$ cat src/rtl/vid_stream_pkg.sv
// Shared types and constants for the video stream framer: FSM states, RGB packing, error bits.
package vid_stream_pkg;

    typedef enum logic [1:0] {
        IDLE   = 2'd0,
        SYNC   = 2'd1,
        ACTIVE = 2'd2,
        DONE   = 2'd3
    } vsf_state_e;

    localparam int RGB_W     = 24;
    localparam int RGB_R_LSB = 16;
    localparam int RGB_G_LSB = 8;
    localparam int RGB_B_LSB = 0;

    localparam int ERR_W           = 3;
    localparam int ERR_SHORT_FRAME = 0;
    localparam int ERR_EXTRA       = 1;
    localparam int ERR_SHORT_LINE  = 2;

    // Test pattern: r = x, g = y, b = x ^ y (low 8 bits of the coordinates).
    function automatic logic [RGB_W-1:0] tpg_pixel(input logic [7:0] x, input logic [7:0] y);
        logic [RGB_W-1:0] p;
        p = '0;
        p[RGB_R_LSB +: 8] = x;
        p[RGB_G_LSB +: 8] = y;
        p[RGB_B_LSB +: 8] = x ^ y;
        return p;
    endfunction

endpackage

$ cat src/rtl/sync_edge_det.sv
// Registers a level (polarity-normalised) and flags its leading/trailing edges against the previous cycle.
module sync_edge_det #(
    parameter bit ACT_HIGH = 1'b1
) (
    input  logic clk,
    input  logic rst_n,
    input  logic sig,
    output logic lvl,
    output logic lead,
    output logic trail
);

    logic act;

    assign act = ACT_HIGH ? sig : ~sig;

    always_ff @(posedge clk or negedge rst_n) begin
        if (!rst_n) begin
            lvl <= 1'b0;
        end else begin
            lvl <= act;
        end
    end

    assign lead  = act & ~lvl;
    assign trail = ~act & lvl;

endmodule

$ cat src/rtl/vid_stream_framer.sv
// Converts vs/de/rgb timing into a frame-delimited pixel stream of exactly WIDTH*HEIGHT beats.
// Optional test pattern generator built only when VSF_TPG_EN is defined.
//
// state  | meaning
// IDLE   | after reset, waiting for the first vs leading edge
// SYNC   | inside vertical sync, waiting for its trailing edge
// ACTIVE | counting pixels of the current frame
// DONE   | last beat sent, extra pixels are dropped until next vs
module vid_stream_framer
    import vid_stream_pkg::*;
#(
    parameter int WIDTH  = 1920,
    parameter int HEIGHT = 1080,
    parameter bit VS_POL = 1'b1
) (
    input  logic              clk,
    input  logic              rst_n,
    input  logic              vs,
    input  logic              de,
    input  logic [RGB_W-1:0]  rgb,
    input  logic              tpg_sel,
    input  logic              err_clr,
    output logic              dst_valid,
    output logic [RGB_W-1:0]  dst_data,
    output logic              dst_start,
    output logic              dst_last,
    output logic [15:0]       frame_cnt,
    output logic [ERR_W-1:0]  err_flags
);

    localparam int XW = (WIDTH  > 1) ? $clog2(WIDTH)  : 1;
    localparam int YW = (HEIGHT > 1) ? $clog2(HEIGHT) : 1;

    vsf_state_e       state_q;
    logic [XW-1:0]    x_q;
    logic [YW-1:0]    y_q;
    logic             y_over_q;
    logic             started_q;

    logic             vs_lead;
    logic             vs_trail;
    logic             de_trail;
    logic             vs_lvl_unused;
    logic             de_lvl_unused;
    logic             de_lead_unused;

    logic             at_x_end;
    logic             at_y_end;
    logic             emit;
    logic             pad;
    logic             last_beat;
    logic [ERR_W-1:0] err_set;
    logic [RGB_W-1:0] pix;

    sync_edge_det #(.ACT_HIGH(VS_POL)) u_vs_det (
        .clk   (clk),
        .rst_n (rst_n),
        .sig   (vs),
        .lvl   (vs_lvl_unused),
        .lead  (vs_lead),
        .trail (vs_trail)
    );

    sync_edge_det #(.ACT_HIGH(1'b1)) u_de_det (
        .clk   (clk),
        .rst_n (rst_n),
        .sig   (de),
        .lvl   (de_lvl_unused),
        .lead  (de_lead_unused),
        .trail (de_trail)
    );

`ifdef VSF_TPG_EN
    logic tpg_q;

    // Pattern selection is frozen at the vs leading edge so a frame is never mixed.
    always_ff @(posedge clk or negedge rst_n) begin
        if (!rst_n) begin
            tpg_q <= 1'b0;
        end else if (vs_lead) begin
            tpg_q <= tpg_sel;
        end
    end

    assign pix = tpg_q ? tpg_pixel(8'(x_q), 8'(y_q)) : rgb;
`else
    logic tpg_sel_unused;

    assign tpg_sel_unused = tpg_sel;
    assign pix            = rgb;
`endif

    assign at_x_end  = (x_q == XW'(WIDTH - 1));
    assign at_y_end  = (y_q == YW'(HEIGHT - 1));
    assign last_beat = emit & at_x_end & at_y_end;

    // vs leading edge outranks any pixel presented in the same cycle.
    always_comb begin
        emit    = 1'b0;
        pad     = 1'b0;
        err_set = '0;
        case (state_q)
            ACTIVE: begin
                if (vs_lead) begin
                    pad                      = 1'b1;
                    err_set[ERR_SHORT_FRAME] = 1'b1;
                end else if (de) begin
                    if (y_over_q) begin
                        err_set[ERR_EXTRA] = 1'b1;
                    end else begin
                        emit = 1'b1;
                    end
                end else if (de_trail && (x_q != '0)) begin
                    err_set[ERR_SHORT_LINE] = 1'b1;
                end
            end
            DONE: begin
                if (!vs_lead && de) begin
                    err_set[ERR_EXTRA] = 1'b1;
                end
            end
            default: ;
        endcase
    end

    always_ff @(posedge clk or negedge rst_n) begin
        if (!rst_n) begin
            state_q   <= IDLE;
            x_q       <= '0;
            y_q       <= '0;
            y_over_q  <= 1'b0;
            started_q <= 1'b0;
            dst_valid <= 1'b0;
            dst_data  <= '0;
            dst_start <= 1'b0;
            dst_last  <= 1'b0;
            frame_cnt <= '0;
            err_flags <= '0;
        end else begin
            dst_valid <= emit | pad;
            dst_data  <= emit ? pix : '0;
            dst_start <= (emit && (x_q == '0) && (y_q == '0)) || (pad && !started_q);
            dst_last  <= last_beat | pad;
            if (last_beat || pad) begin
                frame_cnt <= frame_cnt + 16'd1;
            end
            err_flags <= (err_clr ? '0 : err_flags) | err_set;

            case (state_q)
                IDLE: begin
                    if (vs_lead) state_q <= SYNC;
                end
                SYNC: begin
                    if (vs_trail) begin
                        state_q   <= ACTIVE;
                        x_q       <= '0;
                        y_q       <= '0;
                        y_over_q  <= 1'b0;
                        started_q <= 1'b0;
                    end
                end
                ACTIVE: begin
                    if (vs_lead) begin
                        state_q <= SYNC;
                    end else if (emit) begin
                        started_q <= 1'b1;
                        if (at_x_end) begin
                            x_q <= '0;
                            if (at_y_end) begin
                                state_q <= DONE;
                            end else begin
                                y_q <= y_q + 1'b1;
                            end
                        end else begin
                            x_q <= x_q + 1'b1;
                        end
                    end else if (err_set[ERR_SHORT_LINE]) begin
                        // A short final line leaves the frame open; vs will pad it.
                        x_q <= '0;
                        if (at_y_end) begin
                            y_over_q <= 1'b1;
                        end else begin
                            y_q <= y_q + 1'b1;
                        end
                    end
                end
                DONE: begin
                    if (vs_lead) state_q <= SYNC;
                end
                default: state_q <= IDLE;
            endcase
        end
    end

endmodule

$ cat config.mk
export PLATFORM = sky130hd
export DESIGN_NAME = vid_stream_framer
export DESIGN_NICKNAME = d
export VERILOG_FILES = /design/src/rtl/vid_stream_pkg.sv /design/src/rtl/sync_edge_det.sv /design/src/rtl/vid_stream_framer.sv
export SDC_FILE = /design/constraint.sdc
export NUM_CORES = 1
export LEC_CHECK = 0
export ABC_AREA = 1
export ABC_CLOCK_PERIOD_IN_PS = 2050
export CAP_MARGIN = 20
export CORE_ASPECT_RATIO = 1.4
export CORE_UTILIZATION = 51
export CTS_BUF_LIST = sky130_fd_sc_hd__clkbuf_16
export CTS_CLUSTER_SIZE = 20
export DETAILED_ROUTE_END_ITERATION = 10
export PLACE_DENSITY = 0.91
export RECOVER_POWER = 100
export SYNTH_ARGS = -nofsm -noshare
export SYNTH_HDL_FRONTEND = slang
export SYNTH_SLANG_ARGS = --single-unit
export TNS_END_PERCENT = 30
$ cat constraint.sdc
create_clock -name clk -period 2.05 [get_ports clk]
set_input_delay 0.3075 -clock clk [delete_from_list [all_inputs] [get_ports clk]]
set_output_delay 0.3075 -clock clk [all_outputs]
set_load 0.005 [all_outputs]
==> flow_summary.rst <==
.. list-table::
   :header-rows: 1

   * - Metric
     - Value
   * - Ys flop type
     - dfrtp_1
   * - Core Region
     - 0.00745 mm^2
   * - Crit start category
     - input pin
   * - Hpwl dp
     - 6.69 mm
   * - Clock tree skew after final layout
     - 0.00697 ns
   * - Leakage component of the power
     - 2.61 nW
   * - Startpoint of the lowest-slack hold path
     - started_q
   * - Clock net sink count
     - 74
   * - Height of the die
     - 107 um
   * - Clock slew seen by the registers of the worst setup and hold paths
     - 0.06 ns
   * - Final routed DRC violation total
     - 0
   * - Clock insertion delay at the later pin of the skew report
     - 0.34 ns
   * - Iter 0 DRT Violations
     - 371
   * - Via density
     - 5.46
   * - Count of TritonRoute iterations in the first routing pass
     - 6
   * - Minimum clock period after layout
     - 1.96 ns
   * - Final standard cell count with taps included and fillers excluded
     - 705
   * - Instance count of the mapped netlist
     - 511
   * - Area taken by flip-flops and latches
     - 0.00185 mm^2
   * - Footprint of the multi-input gates
     - 0.00174 mm^2
   * - Number of fill cells
     - 489
   * - Worst R2R End
     - frame_cnt[3]
   * - Yosys warning count
     - 0
   * - Slew @ Worst Pin
     - 1.46 ns
   * - Setup repair after global routing missed its margin
     - false
   * - Commonest cells in the netlist
     - nand2_1, dfrtp_1, inv_1
   * - Cell taking the most area after synthesis
     - dfrtp_1
   * - Top cells by area, synth
     - dfrtp_1, nand2_1, inv_1
   * - Crit Reg-Reg Startpoint
     - y_q[1]
   * - CP Cell Sequence
     - dlygate4sd3_1, nand2_2, nand3_2, nor2_4, inv_1, buf_4, nor2_1
   * - Number of buffers added by the clock tree synthesis step
     - 9
   * - Worst hold margin
     - 0.463 ns
   * - Worst Path Max Fanout
     - 28
   * - Diodes inserted
     - 0
   * - Initial antenna violation count
     - 0
   * - Clock tree from TritonCTS
     - done
   * - Final wirelength
     - 11.1 mm
   * - Worst slew margin relative to its limit
     - 0.0267
   * - GR Util All Layers
     - 0.288
   * - Final core occ
     - 0.704
   * - Total number of vias
     - 3846
   * - # setup viols final
     - 0
   * - Data required time at the worst endpoint
     - 2.25 ns
   * - Number of library cell types mapped by synthesis
     - 33
   * - Outcome
     - finished, final reports clean
   * - Number of synthesized flops with an enable pin
     - 0
   * - Highest Clock Rate
     - 511 MHz
   * - Critical path's top delay family
     - buffers and inverters
   * - Worst R2R Setup Slack
     - 0.13 ns
   * - Ratio of cells with drive above 1 in the final layout
     - 0.0954
   * - Post-Synthesis Mean Instance Area
     - 7.80 um^2
   * - Placed Cells incl. Taps
     - 681
   * - Crit path capture type
     - register
   * - Max H-tree Level
     - 3
   * - Fraction of synthesized cell area taken by the top area cell type
     - 0.464
   * - Most used standard cell by instance count after synthesis
     - nand2_1
   * - Share of synthesized registers carrying an async set or reset
     - 1.00
   * - Share of the yosys chip area belonging to registers
     - 0.464
   * - Ports placed on the boundary
     - 76
   * - Number of hold violations in the final report
     - 0
   * - Maximum number of pins on one net before global-route repair
     - 29
   * - Number of buffers inserted by port buffering
     - 74
   * - Slowest Stage Delay on Critical Path
     - 0.62 ns
   * - Max-slew violation count
     - 0
   * - Cell chosen for the clock root
     - clkbuf_16
   * - Area growth from synthesis to layout
     - 31.5%
   * - Min-Delay Path Depth
     - 1
   * - Setup tns final
     - 0 ns
   * - Remaining antenna violation count after routing
     - 0
   * - Endpoint of the worst hold path
     - dst_start
   * - Final worst-path cycle share
     - 0.956
   * - Die outline area
     - 0.00818 mm^2
   * - CP Buf/Inv Count
     - 3
   * - Vias in the first global route
     - 3764
   * - Class of the most critical setup path
     - in -> reg
   * - P per Cell Area
     - 1060 mW/mm^2
   * - First-pass GRT wire length
     - 18.2 mm
   * - Final nets
     - 641
   * - Grt total ovfl
     - 0
   * - Reg2reg path depth
     - 9
   * - Post-synthesis register bit count
     - 74
   * - Die extent in x
     - 76.7 um
   * - Worst VDD drop
     - 653 uV
   * - Routability congestion estimate
     - 0.901
   * - Fin worst setup slack
     - 0.0912 ns
   * - Placement Rows
     - 37
   * - Initial Utilization
     - 0.535
   * - Arrival time of data at the critical path endpoint
     - 2.16 ns
   * - Net count after synthesis
     - 549
   * - Setup WS pre-CTS
     - -0.116 ns
   * - Worst-case clock buffer depth
     - 2
   * - Wire per inst
     - 15.7 um
   * - Number of max-cap violations
     - 0
   * - Post-synthesis instance area
     - 0.00399 mm^2
   * - Critical-path cell with the highest stage delay
     - dlygate4sd3_1
   * - Worst Hold Class
     - reg -> reg
==> layout make-up <==
cell class,instances,share of cell area
Clock buffer,9,0.0429
Clock inverter,7,0.0177
Timing Repair Buffer,94,0.175
Tap cell,97,0.0231
Multi-Input combinational cell,345,0.331
Sequential cell,74,0.353
Inverter,79,0.0570
==> power breakdown <==
group / internal [mW] / switching [mW]
registers: 1.71 / 0.228
logic: 0.807 / 1.12
clock network: 1.06 / 0.639
total: 3.58 / 1.99
==> stage by stage <==
step | area [um^2] | power, mW
floorplan | 3990 | 3.02
global placement | 4870 | 3.78
detailed placement | 4870 | 3.87
CTS | 5240 | 5.62
global route | 5250 | 5.87
finish | 5250 | 5.57
==> layout by cell type (no fill, tap or decap), types with 3 or more instances in the layout <==
cell,n
a21oi_1,5
buf_12,3
buf_4,13
clkbuf_1,3
clkbuf_16,9
clkdlybuf4s50_1,25
dfrtp_1,73
dlygate4sd3_1,49
ha_1,7
inv_1,74
inv_2,4
nand2_1,121
nand2_2,5
nand3_1,41
nand3_2,4
nand3b_1,3
nand4_1,15
nor2_1,71
nor2_2,4
nor3_1,11
o21ai_0,20
o21ai_1,5
xnor2_1,5
xor2_1,15
==> cell families after synthesis <==
family,share of synthesized area
xor+xnor,0.0439
buf+inv,0.102
simple gates,0.310
compound gates,0.0546
fa+ha+maj,0.0251
flops,0.464
==> routing by layer <==
metal | share of wire | wire length (um) | vias to the layer above | track usage
met5 | 0 | 0 | - | 0
met4 | 0.037 | 409 | 0 | 0.114
met3 | 0.074 | 823 | 44 | 0.0681
met2 | 0.53 | 5820 | 207 | 0.522
met1 | 0.36 | 4000 | 1813 | 0.323
li1 | - | - | 1782 | -
==> sequential cells by signal (all words and copies together), names as in the netlist, 2 cells and up <==
register and count:
state_q 2, y_q 11, err_flags 3, frame_cnt 16, x_q 11, dst_data 24
==> worst max-delay path by stage <==
stage | from | to | slack, ns | cells past startpoint
CTS | y_q[0] | frame_cnt[10] | 0.02 | 8
global placement | vs | frame_cnt[7] | -0.04 | 7
finish | vs | dst_data[19] | 0.09 | 7
detailed placement | vs | frame_cnt[11] | -0.12 | 8
floorplan | state_q[0] | y_q[3] | 0.42 | 10
global route | vs | dst_data[19] | 0.02 | 7
==> repair_timing <==
item                                   4_1_cts  5_1_grt
setup endpoints to repair                    2       15
pin swaps                                    1        2
endpoints found under the hold margin       21        0
setup buffers                                4        2
hold buffers                                 1        0
gates cloned                                 1        0
gates resized for setup                      0        3
Power figures use the tool's default switching activity.
